--- config.mk ---
export PLATFORM = sky130hd
export DESIGN_NAME = diff_drive_ctrl_flat
export DESIGN_NICKNAME = d
export VERILOG_FILES = /design/src/rtl/diff_drive_if.sv /design/src/rtl/diff_drive_ctrl.sv /design/src/flat_wrapper.sv
export SDC_FILE = /design/constraint.sdc
export NUM_CORES = 1
export LEC_CHECK = 0
export BUFFER_PORTS_ARGS = -buffer_cell sky130_fd_sc_hd__buf_4
export CORE_ASPECT_RATIO = 1.1
export CORE_MARGIN = 2
export CORE_UTILIZATION = 40
export CTS_CLUSTER_SIZE = 25
export DETAILED_ROUTE_END_ITERATION = 16
export SLEW_MARGIN = 20
export SYNTH_ARGS = -nofsm -noshare
export SYNTH_HDL_FRONTEND = slang
export SYNTH_SLANG_ARGS = --single-unit
--- constraint.sdc ---
create_clock -name clk -period 3.4 [get_ports clk]
set_input_delay 0.34 -clock clk [delete_from_list [all_inputs] [get_ports clk]]
set_output_delay 0.34 -clock clk [all_outputs]
set_load 0.01 [all_outputs]
--- src/rtl/diff_drive_if.sv ---
// Interface for diff_drive_ctrl: steering/command inputs and the duty/status outputs.
// The master side is the command source (PID controller, bumper logic); the slave is the controller.
interface diff_drive_if #(
  parameter int DUTY_WIDTH   = 17,
  parameter int OFFSET_WIDTH = 18
);
  logic                           clk_en;
  logic                           kill;
  logic                           run_toggle;
  logic                           offset_valid;
  logic signed [OFFSET_WIDTH-1:0] offset_in;
  logic [DUTY_WIDTH-1:0]          duty_l;
  logic [DUTY_WIDTH-1:0]          duty_r;
  logic                           motor_en;
  logic [1:0]                     state;
  logic signed [OFFSET_WIDTH-1:0] offset_clamped;
  logic                           sample_valid;
  logic                           wdog_fault;

  modport master (
    output clk_en, kill, run_toggle, offset_valid, offset_in,
    input  duty_l, duty_r, motor_en, state, offset_clamped, sample_valid, wdog_fault
  );

  modport slave (
    input  clk_en, kill, run_toggle, offset_valid, offset_in,
    output duty_l, duty_r, motor_en, state, offset_clamped, sample_valid, wdog_fault
  );
endinterface

--- src/rtl/diff_drive_ctrl.sv ---
// Differential-drive controller: run sequencer (IDLE/RAMP/RUN/BRAKE) with slew-limited
// ramp-up and braking, symmetric offset clamp and saturating left/right duty mix.
// Optional watchdog enabled by defining DIFF_DRIVE_WDOG_EN; without it wdog_fault is tied 0.
module diff_drive_ctrl #(
  parameter int DUTY_WIDTH   = 17,
  parameter int OFFSET_WIDTH = 18,
  parameter int BASE_DUTY    = 32768,
  parameter int MAX_OFFSET   = 16384,
  parameter int RAMP_STEP    = 1024,
  parameter int WDOG_TICKS   = 8
) (
  input  logic       clk,
  input  logic       reset,
  diff_drive_if.slave bus
);

  // Mix width: wide enough for base +/- offset with sign and carry headroom.
  localparam int SW = ((DUTY_WIDTH > OFFSET_WIDTH) ? DUTY_WIDTH : OFFSET_WIDTH) + 2;

  localparam logic signed [OFFSET_WIDTH-1:0] OFF_MAX = OFFSET_WIDTH'(MAX_OFFSET);
  localparam logic signed [OFFSET_WIDTH-1:0] OFF_MIN = OFFSET_WIDTH'(-MAX_OFFSET);
  localparam logic signed [SW-1:0]           BASE_S  = SW'(BASE_DUTY);
  localparam logic signed [SW-1:0]           DMAX_S  = SW'({DUTY_WIDTH{1'b1}});
  localparam logic [DUTY_WIDTH-1:0]          BASE_D  = DUTY_WIDTH'(BASE_DUTY);
  localparam logic [DUTY_WIDTH:0]            STEP_E  = (DUTY_WIDTH+1)'(RAMP_STEP);

  // Elaboration-time parameter sanity checks.
  if (BASE_DUTY >= (2 ** DUTY_WIDTH)) begin : g_bad_base
    $error("BASE_DUTY must fit in DUTY_WIDTH bits");
  end
  if (MAX_OFFSET >= (2 ** (OFFSET_WIDTH - 1))) begin : g_bad_offset
    $error("MAX_OFFSET must be below 2^(OFFSET_WIDTH-1)");
  end
  if (RAMP_STEP <= 0 || WDOG_TICKS <= 0) begin : g_bad_step
    $error("RAMP_STEP and WDOG_TICKS must be positive");
  end

  typedef enum logic [1:0] {
    ST_IDLE  = 2'd0,
    ST_RAMP  = 2'd1,
    ST_RUN   = 2'd2,
    ST_BRAKE = 2'd3
  } state_t;

  state_t                         state_q, state_d;
  logic [DUTY_WIDTH-1:0]          duty_l_q, duty_l_d;
  logic [DUTY_WIDTH-1:0]          duty_r_q, duty_r_d;
  logic                           motor_en_q, motor_en_d;
  logic                           sample_valid_q, sample_valid_d;
  logic signed [OFFSET_WIDTH-1:0] offset_q, offset_d;
  logic                           wdog_trip;

  // Offset held in RUN-mix width; sign-extended from the clamped register.
  logic signed [SW-1:0]   offset_ext;
  logic signed [SW-1:0]   sum_r, sum_l;
  logic [DUTY_WIDTH:0]    ramp_sum;

  assign offset_ext = SW'(offset_q);
  assign sum_r      = BASE_S + offset_ext;
  assign sum_l      = BASE_S - offset_ext;
  assign ramp_sum   = {1'b0, duty_l_q} + STEP_E;

  function automatic logic [DUTY_WIDTH-1:0] sat(input logic signed [SW-1:0] a);
    if (a[SW-1])
      return '0;
    else if (a > DMAX_S)
      return DMAX_S[DUTY_WIDTH-1:0];
    else
      return a[DUTY_WIDTH-1:0];
  endfunction

  function automatic logic [DUTY_WIDTH-1:0] brake_dec(input logic [DUTY_WIDTH-1:0] d);
    if ({1'b0, d} > STEP_E)
      return d - STEP_E[DUTY_WIDTH-1:0];
    else
      return '0;
  endfunction

  // Next-state, duty and enable logic: kill first, then run_toggle, then tick actions.
  always_comb begin
    state_d        = state_q;
    duty_l_d       = duty_l_q;
    duty_r_d       = duty_r_q;
    motor_en_d     = motor_en_q;
    sample_valid_d = 1'b0;
    offset_d       = offset_q;

    // Clamp before anything else touches the value, so the most negative input cannot overflow.
    if (bus.offset_valid) begin
      if (bus.offset_in > OFF_MAX)
        offset_d = OFF_MAX;
      else if (bus.offset_in < OFF_MIN)
        offset_d = OFF_MIN;
      else
        offset_d = bus.offset_in;
    end

    if (bus.kill) begin
      state_d    = ST_IDLE;
      duty_l_d   = '0;
      duty_r_d   = '0;
      motor_en_d = 1'b0;
    end else begin
      case (state_q)
        ST_IDLE: begin
          duty_l_d   = '0;
          duty_r_d   = '0;
          motor_en_d = 1'b0;
          if (bus.run_toggle) begin
            state_d    = ST_RAMP;
            motor_en_d = 1'b1;
          end
        end
        ST_RAMP: begin
          if (bus.run_toggle) begin
            state_d = ST_BRAKE;
          end else if (bus.clk_en) begin
            if (ramp_sum >= {1'b0, BASE_D}) begin
              duty_l_d = BASE_D;
              duty_r_d = BASE_D;
              state_d  = ST_RUN;
            end else begin
              duty_l_d = ramp_sum[DUTY_WIDTH-1:0];
              duty_r_d = ramp_sum[DUTY_WIDTH-1:0];
            end
          end
        end
        ST_RUN: begin
          if (bus.run_toggle) begin
            state_d = ST_BRAKE;
          end else if (bus.clk_en) begin
            if (wdog_trip) begin
              state_d = ST_BRAKE;
            end else begin
              // Uses the offset registered before this cycle; a same-cycle offset waits a tick.
              duty_r_d       = sat(sum_r);
              duty_l_d       = sat(sum_l);
              sample_valid_d = 1'b1;
            end
          end
        end
        ST_BRAKE: begin
          if (bus.clk_en) begin
            duty_l_d = brake_dec(duty_l_q);
            duty_r_d = brake_dec(duty_r_q);
            if (duty_l_d == '0 && duty_r_d == '0) begin
              state_d    = ST_IDLE;
              motor_en_d = 1'b0;
            end
          end
        end
        default: state_d = ST_IDLE;
      endcase
    end
  end

  // Main state and output registers.
  always_ff @(posedge clk or posedge reset) begin
    if (reset) begin
      state_q        <= ST_IDLE;
      duty_l_q       <= '0;
      duty_r_q       <= '0;
      motor_en_q     <= 1'b0;
      sample_valid_q <= 1'b0;
      offset_q       <= '0;
    end else begin
      state_q        <= state_d;
      duty_l_q       <= duty_l_d;
      duty_r_q       <= duty_r_d;
      motor_en_q     <= motor_en_d;
      sample_valid_q <= sample_valid_d;
      offset_q       <= offset_d;
    end
  end

`ifdef DIFF_DRIVE_WDOG_EN
  localparam int              WW         = $clog2(WDOG_TICKS + 1);
  localparam logic [WW-1:0]   WDOG_LAST  = WW'(WDOG_TICKS - 1);

  logic [WW-1:0] wdog_cnt_q, wdog_cnt_d;
  logic          wdog_fault_q, wdog_fault_d;

  // Trip when this RUN tick would be the WDOG_TICKS-th without a fresh offset.
  assign wdog_trip = ~bus.offset_valid && (wdog_cnt_q == WDOG_LAST);

  // Watchdog count and sticky fault; fault clears only on a start accepted from IDLE.
  always_comb begin
    wdog_cnt_d   = wdog_cnt_q;
    wdog_fault_d = wdog_fault_q;
    if (state_d != ST_RUN || bus.offset_valid)
      wdog_cnt_d = '0;
    else if (state_q == ST_RUN && bus.clk_en)
      wdog_cnt_d = wdog_cnt_q + 1'b1;
    if (!bus.kill && state_q == ST_IDLE && bus.run_toggle)
      wdog_fault_d = 1'b0;
    else if (!bus.kill && state_q == ST_RUN && !bus.run_toggle && bus.clk_en && wdog_trip)
      wdog_fault_d = 1'b1;
  end

  // Watchdog registers.
  always_ff @(posedge clk or posedge reset) begin
    if (reset) begin
      wdog_cnt_q   <= '0;
      wdog_fault_q <= 1'b0;
    end else begin
      wdog_cnt_q   <= wdog_cnt_d;
      wdog_fault_q <= wdog_fault_d;
    end
  end

  assign bus.wdog_fault = wdog_fault_q;
`else
  assign wdog_trip      = 1'b0;
  assign bus.wdog_fault = 1'b0;
`endif

  assign bus.duty_l         = duty_l_q;
  assign bus.duty_r         = duty_r_q;
  assign bus.motor_en       = motor_en_q;
  assign bus.state          = state_q;
  assign bus.offset_clamped = offset_q;
  assign bus.sample_valid   = sample_valid_q;

endmodule

--- src/flat_wrapper.sv ---
// flat-port wrapper written by rule: the top's interface ports become plain ports
module diff_drive_ctrl_flat 
#(
  parameter int DUTY_WIDTH   = 17,
  parameter int OFFSET_WIDTH = 18,
  parameter int BASE_DUTY    = 32768,
  parameter int MAX_OFFSET   = 16384,
  parameter int RAMP_STEP    = 1024,
  parameter int WDOG_TICKS   = 8
)
  (clk, reset, bus_clk_en, bus_kill, bus_run_toggle, bus_offset_valid, bus_offset_in, bus_duty_l, bus_duty_r, bus_motor_en, bus_state, bus_offset_clamped, bus_sample_valid, bus_wdog_fault);
  diff_drive_if #(.DUTY_WIDTH(DUTY_WIDTH), .OFFSET_WIDTH(OFFSET_WIDTH)) bus_i ();
  input  logic clk;
  input  logic reset;
  input wire logic [$bits(bus_i.clk_en)-1:0] bus_clk_en;
  input wire logic [$bits(bus_i.kill)-1:0] bus_kill;
  input wire logic [$bits(bus_i.run_toggle)-1:0] bus_run_toggle;
  input wire logic [$bits(bus_i.offset_valid)-1:0] bus_offset_valid;
  input wire logic [$bits(bus_i.offset_in)-1:0] bus_offset_in;
  output wire logic [$bits(bus_i.duty_l)-1:0] bus_duty_l;
  output wire logic [$bits(bus_i.duty_r)-1:0] bus_duty_r;
  output wire logic [$bits(bus_i.motor_en)-1:0] bus_motor_en;
  output wire logic [$bits(bus_i.state)-1:0] bus_state;
  output wire logic [$bits(bus_i.offset_clamped)-1:0] bus_offset_clamped;
  output wire logic [$bits(bus_i.sample_valid)-1:0] bus_sample_valid;
  output wire logic [$bits(bus_i.wdog_fault)-1:0] bus_wdog_fault;
  assign bus_i.clk_en = bus_clk_en;
  assign bus_i.kill = bus_kill;
  assign bus_i.run_toggle = bus_run_toggle;
  assign bus_i.offset_valid = bus_offset_valid;
  assign bus_i.offset_in = bus_offset_in;
  assign bus_duty_l = bus_i.duty_l;
  assign bus_duty_r = bus_i.duty_r;
  assign bus_motor_en = bus_i.motor_en;
  assign bus_state = bus_i.state;
  assign bus_offset_clamped = bus_i.offset_clamped;
  assign bus_sample_valid = bus_i.sample_valid;
  assign bus_wdog_fault = bus_i.wdog_fault;
  diff_drive_ctrl #(.DUTY_WIDTH(DUTY_WIDTH), .OFFSET_WIDTH(OFFSET_WIDTH), .BASE_DUTY(BASE_DUTY), .MAX_OFFSET(MAX_OFFSET), .RAMP_STEP(RAMP_STEP), .WDOG_TICKS(WDOG_TICKS)) u_core (.clk(clk), .reset(reset), .bus(bus_i));
endmodule
==> impl_metrics.csv, run 1 <==
group,metric,value,unit
synth,synthCells,410,
routing,avgViaCountPerCell,5.797,
cells_and_area,finish.utilization,48.85,%
sta,finClkSkew,0.01020,ns
synth,synth_top_family_by_area,"compound AO/OA/AOI/OAI gates",
cts,postCtsHoldBufs,0,
cts,root_buffer,"clkbuf_8",
routing,firstDrtPassIters,5,
power,p_int,0.001360,W
sta,worst_pin_slew,0.8875,ns
routing,wirelength,10.56,mm
sta,fin_crit_sh,78.99,%
synth,synth.avg_cell_area,9.164,sq um
critical_path,crit_path_end_kind,"register",
cts,cts_tree,"yes",
routing,drtAntennaViolNets,0,
critical_path,path_depth,10,
cts,cts_max_level,2,
min_path,hold_path_class,"in2async",
routing,drc,0,
critical_path,crit_type,"reg2reg",
synth,synth-seq-cells,56,
cells_and_area,final_cell_area,4523,sq um
critical_path,path_common_cell,"buf_4",
cells_and_area,fin_nets,521,
die,die_w,96.41,um
cts,insertion_delay,0.32,ns
power,p_per_area,544.6,nW/um^2
critical_path,crit_buf_inv,3,
critical_path,startpoint,"u_core.bus.state[0]",
place,dpl_cell_area,4428,sq um
synth,synth_edf_count,0,
global_route,grt_use_total,21.43,%
synth,yosysWarnings,0,
cells_and_area,nFillCells,905,
sta,max_slew_margin,40.63,%
sta,post-route-min-period,2.686,ns
sta,finalHoldViolations,0,
power,power.switching,0.001104,W
cts,cts_resized,0,
place,routabilityCongestion,0.8786,
critical_path,crit_chain,"inv_1, ha_1, nor3_1, o211ai_1, buf_4, nor3b_1, a32oi_1, buf_4, a21oi_1, a311o_1",
synth,synth_mux_area_share,0.8325,%
routing,avgRoutedWirePerCell,17.56,um
synth,synthAdderAreaFrac,4.662,%
power,seqPwrFrac,34.8,%
synth,synth-simple-area-share,19.51,%
sta,slew_violations,0,
critical_path,slowest_stage,"dfrtp_1",
die,die-area,10190,sq um
outcome,run_status,"finished, final reports clean",
global_route,antenna_found_initial,0,
global_route,grt_max_degree,30,
synth,syn-cell-area,3757,sq um
global_route,overflow,0,
place,place_ws,0.7906,ns
critical_path,arrival,2.90,ns
sta,finalSetupTns,0,ns
run,cap_violations,0,
die,io_pins,81,
power,ir_worst_vdd,0.1940,mV
synth,ys_seq_area_share,37.30,%
cts,numClockSinks,56,
cts,cts_buffers,5,
synth,synth_compound_area_share,27.37,%
power,p_sw_share,44.80,%
die,core,9259,sq um
critical_path,rrSetupSlack,0.71,ns
power,clockPowerShare,16.2,%
die,initial_core_util,40.58,%
critical_path,crit_end,"u_core.bus.duty_l[12]",
power,leakagePower,2.094,nW
critical_path,r2r-end,"u_core.bus.duty_l[12]",
critical_path,worstPathMaxFanout,13,
die,std_cell_rows,37,
critical_path,reg2reg_depth,10,
routing,dr.first_iter.drc_count,265,
cells_and_area,syn_to_final_growth,20.38,%
cts,cts_setup_buffers,0,
cells_and_area,antennaDiodeCount,0,
power,p_comb_share,49.0,%
critical_path,critical_path.max_stage_delay,0.47,ns
synth,synth_xor_area_share,4.895,%
cts,clkSlewWorstSetupHoldPaths,0.11,ns
global_route,grt_pass1_vias,3301,
place,dpl.hpwl,8.037,mm
synth,syn-num-nets,448,
die,die_h,105.7,um
cells_and_area,drive_gt1_share,24.59,%
critical_path,cp-start-kind,"register",
cells_and_area,finalNonFillerCells,601,
synth,async_flop_share,100.0,%
place,port_buffers,79,
global_route,grt_pass1_wl,17.21,mm
critical_path,critPathRequiredTime,3.62,ns
cts,cts_buffer_depth,2,
synth,synth_cell_type_count,76,
place,dpl.cell_count,593,
critical_path,cp_top_family,"compound AO/OA/AOI/OAI gates",
sta,setup_viol,0,
routing,vias,3484,
synth,ys.flop_type,"dfrtp_1",
sta,max_freq,0.3724,GHz
sta,setup_ws,0.7144,ns
sta,rsz0062_at_grt,"false",
critical_path,r2r-start,"u_core.bus.state[0]",
-- synthesized netlist by cell type, drive strengths merged, types with 2 or more instances --
cell	count	area [sq um]
a22o	24	210.2
mux2i	2	20.02
a31oi	5	31.28
dfrtp	56	1401
nand4	4	25.02
clkbuf	16	92.59
nor3b	2	15.01
or2	2	12.52
a41oi	2	17.52
o31a	2	17.52
o21ai	36	183.9
nor2b	2	12.51
and2	2	12.51
o21a	3	30.02
or2b	2	17.52
o221ai	6	58.80
o211ai	4	30.03
and3	3	18.77
buf	5	33.78
o22ai	2	12.51
nand3b	4	30.03
a21oi	10	50.05
xnor2	13	113.9
nor4	10	75.07
nor3	15	85.08
ha	14	175.2
o311a	2	21.27
a21boi	3	22.52
or4	3	27.53
inv	17	63.81
o41ai	2	43.80
xor2	8	70.07
nand2b	2	12.51
nor2	32	120.1
a32oi	2	17.52
nand3	7	35.03
o31ai	8	60.06
o2bb2ai	10	87.58
or3	3	25.03
nand2	45	171.4
a21o	3	22.52
-- sequential cells by signal, summed over array words and instances, names as in the netlist --
register and cells:
u_core.bus.state 2, u_core.bus.offset_clamped 18, u_core.bus.sample_valid 1, u_core.bus.motor_en 1, u_core.bus.duty_r 17, u_core.bus.duty_l 17
-- how the worst min path moves through the flow --
stage | startpoint | to | slack, ns | depth (start not counted)
3_5_place_dp | reset | u_core.bus.duty_r[5] | 0.46 | 2
6_report | reset | u_core.bus.duty_r[5] | 0.08 | 2
4_1_cts | reset | u_core.bus.duty_r[5] | 0.10 | 2
3_3_place_gp | reset | u_core.bus.duty_r[5] | 0.46 | 2
2_1_floorplan | bus_offset_valid | u_core.bus.offset_clamped[0] | 0.44 | 1
5_1_grt | reset | u_core.bus.duty_r[4] | 0.13 | 2
-- layout make-up --
cell class,count,area (sq um),share of cell area (%)
Inverter,17,63.81,1.411
Sequential cell,56,1401,30.98
Clock buffer,5,68.82,1.521
Clock inverter,3,26.28,0.5809
Timing Repair Buffer,88,660.6,14.61
Tap cell,117,146.4,3.237
Multi-Input combinational cell,315,2156,47.66
-- placed cells by master (no fill, tap or decap), drive strengths merged, types with 4 or more instances in the layout --
master   netlist  routed
o211ai         4       4
a31oi          5       5
o2bb2ai       10      10
nor4          10      10
buf            5      88
nand3          7       7
xnor2         13      13
o221ai         6       6
xor2           8       8
a22o          24      24
dfrtp         56      56
o31ai          8       8
nand4          4       4
nand2         45      45
inv           17      18
nand3b         4       4
ha            14      14
clkbuf        16       5
o21ai         36      36
nor3          15      15
a21oi         10      10
nor2          32      32
-- cell families after synthesis --
kind of cell,Yosys count
muxes,3
other,1
xor gates and xnor gates,21
buffers and inverters,39
adders and majority gates,14
DFF,56
AOI/OAI and AO/OA,134
and+or+nand+nor,142
-- through the flow --
step | total power, W | hold slack, ns
after global placement | 0.002044 | 0.4621
after floorplan | 0.001686 | 0.4364
after CTS | 0.002457 | 0.1012
after global routing | 0.002634 | 0.1334
after detailed placement | 0.002057 | 0.4596
final | 0.002463 | 0.08188
-- metal layers --
layer	part of all wire [%]	up-vias	wire length [um]	track usage [%]
met1	44	1667	4656	29.48
met3	5.2	19	552	2.931
met5	0	-	0	0
met4	1.7	0	180	4.728
li1	-	1672	-	-
met2	49	126	5166	35.62
-- power groups by stage --
stage	clock [W]	sequential [W]	combinational, W
3_5_place_dp	0	0.000868	0.00119
3_3_place_gp	0	0.000863	0.00118
5_1_grt	0.000435	0.000871	0.00133
6_report	0.000398	0.000858	0.00121
4_1_cts	0.000405	0.000855	0.00120
2_1_floorplan	0	0.000853	0.000834
Power figures use the tool's default switching activity.
==> run 2: changes to the inputs <==
- clock period: 3.4 -> 2.4 ns (I/O delays scaled with it)
==> run 2 against run 1 <==
Net effect:
- sequential power grew 36%
- first-iteration DRC count shrank 16%
- register-to-register slack lost 0.60 ns
- final cell count grew 6.2%
- routed wire length grew 3.9%
- sequential share of layout area shrank 2.4 points
- clock power grew 35%
- power grew 50%
- via count grew 4.0%
- worst hold slack gained 0.059 ns
- flip-flop and latch count is the same
==> impl_metrics.csv, run 2 (synthesis gave the netlist of run 1 again) <==
group,metric,value,unit
outcome,run_status,"finished, final reports clean",
sta,max_slew_margin,60.49,%
cts,clkSlewWorstSetupHoldPaths,0.11,ns
critical_path,arrival,2.50,ns
die,io_pins,81,
cells_and_area,finalNonFillerCells,638,
cells_and_area,regArea,1404,sq um
place,dpl_cell_area,4701,sq um
cells_and_area,largest_reg_flops,18,
sta,max_freq,0.4367,GHz
global_route,antenna_found_initial,0,
global_route,grt_max_degree,33,
sta,finClkSkew,0.005697,ns
critical_path,crit_path_end_kind,"register",
cells_and_area,final_cell_area,4903,sq um
cts,cts_buffers,5,
die,std_cell_rows,37,
global_route,grt_use_total,22.58,%
place,routabilityCongestion,0.8534,
sta,finalSetupTns,0,ns
cells_and_area,antennaDiodeCount,0,
cells_and_area,mostFrequentLayoutCells,"buf_4 (122), dfrtp_1 (54), nand2_1 (43), o21ai_0 (32), nor2_1 (32)",
critical_path,r2r-end,"u_core.bus.duty_r[15]",
routing,vias,3623,
critical_path,startpoint,"u_core.bus.duty_l[10]",
run,cap_violations,0,
critical_path,rrSetupSlack,0.11,ns
sta,post-route-min-period,2.290,ns
sta,fin_crit_sh,95.41,%
die,die_h,105.7,um
critical_path,crit_end,"u_core.bus.duty_r[15]",
cts,numClockSinks,56,
min_path,hold_path_class,"in2reg",
die,die_w,96.41,um
global_route,overflow,0,
cells_and_area,syn_to_final_growth,30.50,%
min_path,hp-start,"bus_offset_in[8]",
cells_and_area,drive_gt1_share,32.25,%
critical_path,cp-start-kind,"register",
power,ir_worst_vdd,0.3104,mV
global_route,grt_pass1_vias,3543,
critical_path,worstPathMaxFanout,8,
cells_and_area,multiInputGateArea,2232,sq um
cells_and_area,final_common_cell,"buf_4",
power,leakagePower,2.305,nW
cts,cts_buffer_depth,2,
routing,drtAntennaViolNets,0,
sta,finalHoldViolations,0,
sta,worst_pin_slew,0.5918,ns
die,initial_core_util,40.58,%
power,p_per_area,752.7,nW/um^2
routing,firstDrtPassIters,5,
power,finalPower,0.003691,W
sta,rsz0062_at_grt,"true",
cts,cts_tree,"yes",
place,dpl.hpwl,8.618,mm
cells_and_area,fin_nets,558,
routing,avgRoutedWirePerCell,17.20,um
critical_path,crit_type,"reg2reg",
routing,dr.first_iter.drc_count,222,
routing,drc,0,
critical_path,r2r-start,"u_core.bus.duty_l[10]",
sta,slew_violations,0,
global_route,grt_pass1_wl,18.22,mm
routing,avgViaCountPerCell,5.679,
critical_path,critPathRequiredTime,2.61,ns
cts,root_buffer,"clkbuf_8",
die,die-area,10190,sq um
place,dpl.cell_count,626,
sta,setup_viol,0,
routing,wirelength,10.97,mm
critical_path,reg2reg_depth,7,
cells_and_area,nFillCells,912,
die,core,9259,sq um
cts,cts_max_level,2,
cts,insertion_delay,0.31,ns
place,port_buffers,79,
run 2: cell count changes in the layout (fill, tap and decap cells not counted), moves of 2 or more:
cell	previous run	this run
clkinvlp_4	2	0
nor4_2	2	5
xor2_2	0	2
nor4_1	8	5
buf_4	88	122
dfrtp_1	56	54
xor2_1	8	6
buf_12	0	2
dfrtp_2	0	2
run 2: per-stage QoR:
| stage | setup WS [ns] | hold WS, ns | utilization, % |
|---|---|---|---|
| after global placement | 0.05576 | 0.3516 | 50.77 |
| after floorplan | 0.1090 | 0.3364 | - |
| after CTS | 0.02401 | 0.1326 | 51.92 |
| final | 0.1102 | 0.1407 | 52.96 |
| after global routing | -0.009929 | 0.1357 | 52.96 |
| after detailed placement | 0.04248 | 0.3475 | 50.77 |
run 2: worst min path at each step:
stage                                               end  slack (ns)  depth (start not counted)
after floorplan            u_core.bus.offset_clamped[0]        0.34                          1
after global placement             u_core.bus.duty_r[8]        0.35                          2
after detailed placement          u_core.bus.duty_r[15]        0.35                          2
after CTS                  u_core.bus.offset_clamped[8]        0.13                          2
after global routing      u_core.bus.offset_clamped[11]        0.14                          2
final                      u_core.bus.offset_clamped[8]        0.14                          2
run 2: report_power, final:
part	switching (W)	total, W	internal, W
Sequential	0.000129	0.00117	0.00104
Combinational	0.00113	0.00198	0.000854
Clock	0.000329	0.000539	0.000210
run 2: final cells by class:
| cell class | instances | share of cell area [%] |
|---|---|---|
| multi-input cells | 315 | 45.52 |
| flip-flops and latches | 56 | 28.63 |
| repair buffers | 125 | 19.70 |
| well taps | 117 | 2.985 |
| clock buffers | 5 | 1.403 |
| inverters | 17 | 1.301 |
| clock inverters | 3 | 0.4593 |
run 2: layer usage:
layer	wire length (um)	up-vias	GRT usage [%]
li1	-	1748	-
met2	5586	91	38.19
met5	0	-	0
met1	4689	1770	30.54
met3	531	14	2.716
met4	163	0	5.332
run 2: what timing repair did:
action,4_1_cts,5_1_grt
endpoints found under the setup margin,3,33
setup buffers,0,3
pin swaps,0,2
hold endpoints to repair,1,0
hold buffers,1,0
resized for setup,1,16
run 2: worst max-delay path: stages (launching register included):
cell	delay (ns)
dfrtp_1	0.46
buf_12	0.17
ha_1	0.20
o31a_1	0.30
o31ai_1	0.40
a21boi_1	0.29
o31ai_1	0.11
a22o_1	0.25
==> run 3: changes to the inputs <==
- RECOVER_POWER: default -> 50
- clock period: 2.4 -> 2.1 ns (I/O delays scaled with it)
==> run 3 against run 2 <==
Net effect:
- the flow now finishes with violations (negative setup slack)
- routed wire length up 11%
- non-clock buffer count up 71
- critical endpoint is now u_core.bus.duty_r[14]
- sequential share of layout area down 4.7 points
- clock power up 21%
- clock skew up 0.0056 ns
- power up 41%
- combinational power up 62%
- flip-flop and latch count unchanged
- fmax up 2.4%
- register-to-register slack worse by 0.25 ns
- final area up 20%
- die area unchanged
==> impl_metrics.csv, run 3 (synthesis gave the netlist of run 1 again) <==
group,metric,value,unit
routing,firstDrtPassIters,6,
critical_path,worstPathMaxFanout,4,
critical_path,critical_path.max_stage_delay,0.62,ns
cells_and_area,syn_to_final_growth,56.54,%
outcome,violations,"negative setup slack",
sta,worst_pin_slew,0.6812,ns
die,die_w,96.41,um
sta,setup_ws,-0.1353,ns
outcome,run_status,"finished with violations",
critical_path,crit_path_end_kind,"register",
die,core,9259,sq um
sta,slew_violations,0,
die,io_pins,81,
min_path,min_path_cells,2,
global_route,grt_max_degree,41,
power,p_comb_share,61.8,%
power,clockPowerShare,12.6,%
sta,fin_crit_sh,106.4,%
sta,post-route-min-period,2.235,ns
cts,clkSlewWorstSetupHoldPaths,0.12,ns
power,leakagePower,2.700,nW
power,finalPower,0.005187,W
global_route,grt_pass1_wl,18.37,mm
global_route,grt_pass1_vias,3776,
critical_path,crit_buf_inv,2,
sta,setup_viol,12,
critical_path,reg2reg_depth,8,
cells_and_area,regArea,1409,sq um
cells_and_area,multiInputGateArea,2656,sq um
cells_and_area,fin_nets,630,
routing,drtAntennaViolNets,0,
place,routabilityCongestion,0.8921,
critical_path,critPathRequiredTime,2.37,ns
routing,wirelength,12.15,mm
cts,cts_max_level,2,
global_route,overflow,0,
run,cap_violations,0,
critical_path,crit_chain,"buf_4, ha_4, a41oi_4, o41ai_4, buf_4, or4_2, a31oi_1, a21o_1",
cts,cts_tree,"yes",
critical_path,cp-start-kind,"register",
cells_and_area,drive_gt1_share,47.72,%
routing,dr.first_iter.drc_count,195,
cells_and_area,final_cell_area,5882,sq um
critical_path,crit_type,"reg2reg",
place,port_buffers,79,
routing,drc,0,
power,seqPwrFrac,25.6,%
cts,root_buffer,"clkbuf_8",
power,ir_worst_vdd,0.4490,mV
die,die_h,105.7,um
cells_and_area,final_common_cell,"buf_4",
critical_path,path_common_cell,"buf_4",
power,power.switching,0.002226,W
routing,avgViaCountPerCell,5.537,
cts,cts_buffers,5,
critical_path,path_depth,8,
sta,rsz0062_at_grt,"true",
cells_and_area,nFillCells,800,
sta,finClkSkew,0.01126,ns
min_path,hold_path_class,"in2reg",
cells_and_area,finish.utilization,63.53,%
sta,max_freq,0.4474,GHz
sta,finalHoldViolations,0,
die,die-area,10190,sq um
critical_path,slowest_stage,"or4_2",
cells_and_area,largest_reg_flops,18,
power,p_per_area,881.8,nW/um^2
cells_and_area,antennaDiodeCount,0,
global_route,grt_use_total,22.91,%
sta,max_slew_margin,54.54,%
place,dpl_cell_area,5219,sq um
cts,insertion_delay,0.33,ns
global_route,antenna_found_initial,0,
power,p_sw_share,42.91,%
cts,cts_buffer_depth,2,
routing,avgRoutedWirePerCell,17.11,um
critical_path,arrival,2.51,ns
die,std_cell_rows,37,
cells_and_area,mostFrequentLayoutCells,"buf_4 (164), dfrtp_1 (50), nand2_1 (43), o21ai_0 (28), a22o_1 (24)",
cts,numClockSinks,56,
routing,vias,3931,
place,dpl.cell_count,686,
cells_and_area,finalNonFillerCells,710,
place,place_ws,-0.1559,ns
critical_path,cp_top_family,"compound AO/OA/AOI/OAI gates",
die,initial_core_util,40.58,%
place,dpl.hpwl,9.066,mm
power,p_int,0.002961,W
[run 3: timing repair]
item | 4_1_cts | 5_1_grt
hold buffers | 1 | 0
gates cloned | 0 | 3
buffers inserted | 3 | 9
gates resized for setup | 9 | 94
endpoints found under the hold margin | 16 | 0
setup endpoints to repair | 34 | 37
pin swaps | 8 | 37
[run 3: path summary, 6_finish.rpt]
path | slack (ns) | endpoint | startpoint
setup / recovery | -0.14 | u_core.bus.duty_r[14] | u_core.bus.duty_r[10]
max in group asynchronous | 0.46 | u_core.bus.offset_clamped[9] | reset
min in group asynchronous | 0.53 | u_core.bus.duty_r[4] | reset
hold reg to reg | 0.55 | u_core.bus.duty_r[9] | u_core.bus.duty_r[9]
setup reg to reg | -0.14 | u_core.bus.duty_r[14] | u_core.bus.duty_r[10]
hold / removal | 0.10 | u_core.bus.motor_en | bus_kill
[run 3: final cells by class]
type,count,share of cell area [%]
Clock buffer,5,1.170
Clock inverter,3,0.4467
Inverter,17,1.085
Multi-Input combinational cell,316,45.16
Sequential cell,56,23.95
Tap cell,117,2.489
Timing Repair Buffer,196,25.70
[run 3: power by group through the flow]
stage | Clock [W] | Sequential [W] | Combinational [W]
2_1_floorplan | 0 | 0.00139 | 0.00141
3_3_place_gp | 0 | 0.00132 | 0.00258
3_5_place_dp | 0 | 0.00132 | 0.00262
4_1_cts | 0.000664 | 0.00130 | 0.00270
5_1_grt | 0.000704 | 0.00135 | 0.00345
6_report | 0.000654 | 0.00133 | 0.00320
[run 3: layer usage]
layer | global-route usage [%] | up-vias | wire, um
li1 | - | 1898 | -
met1 | 30.22 | 1927 | 5116
met2 | 40.28 | 97 | 6472
met3 | 2.573 | 9 | 461
met4 | 4.326 | 0 | 102
met5 | 0 | - | 0
[run 3: stage by stage]
step	hold slack, ns	TNS (ns)
2_1_floorplan	0.3064	-0.08408
3_3_place_gp	0.2337	-1.712
3_5_place_dp	0.2353	-2.610
4_1_cts	0.1005	-0.2540
5_1_grt	0.1015	-2.395
6_report	0.1022	-0.6024
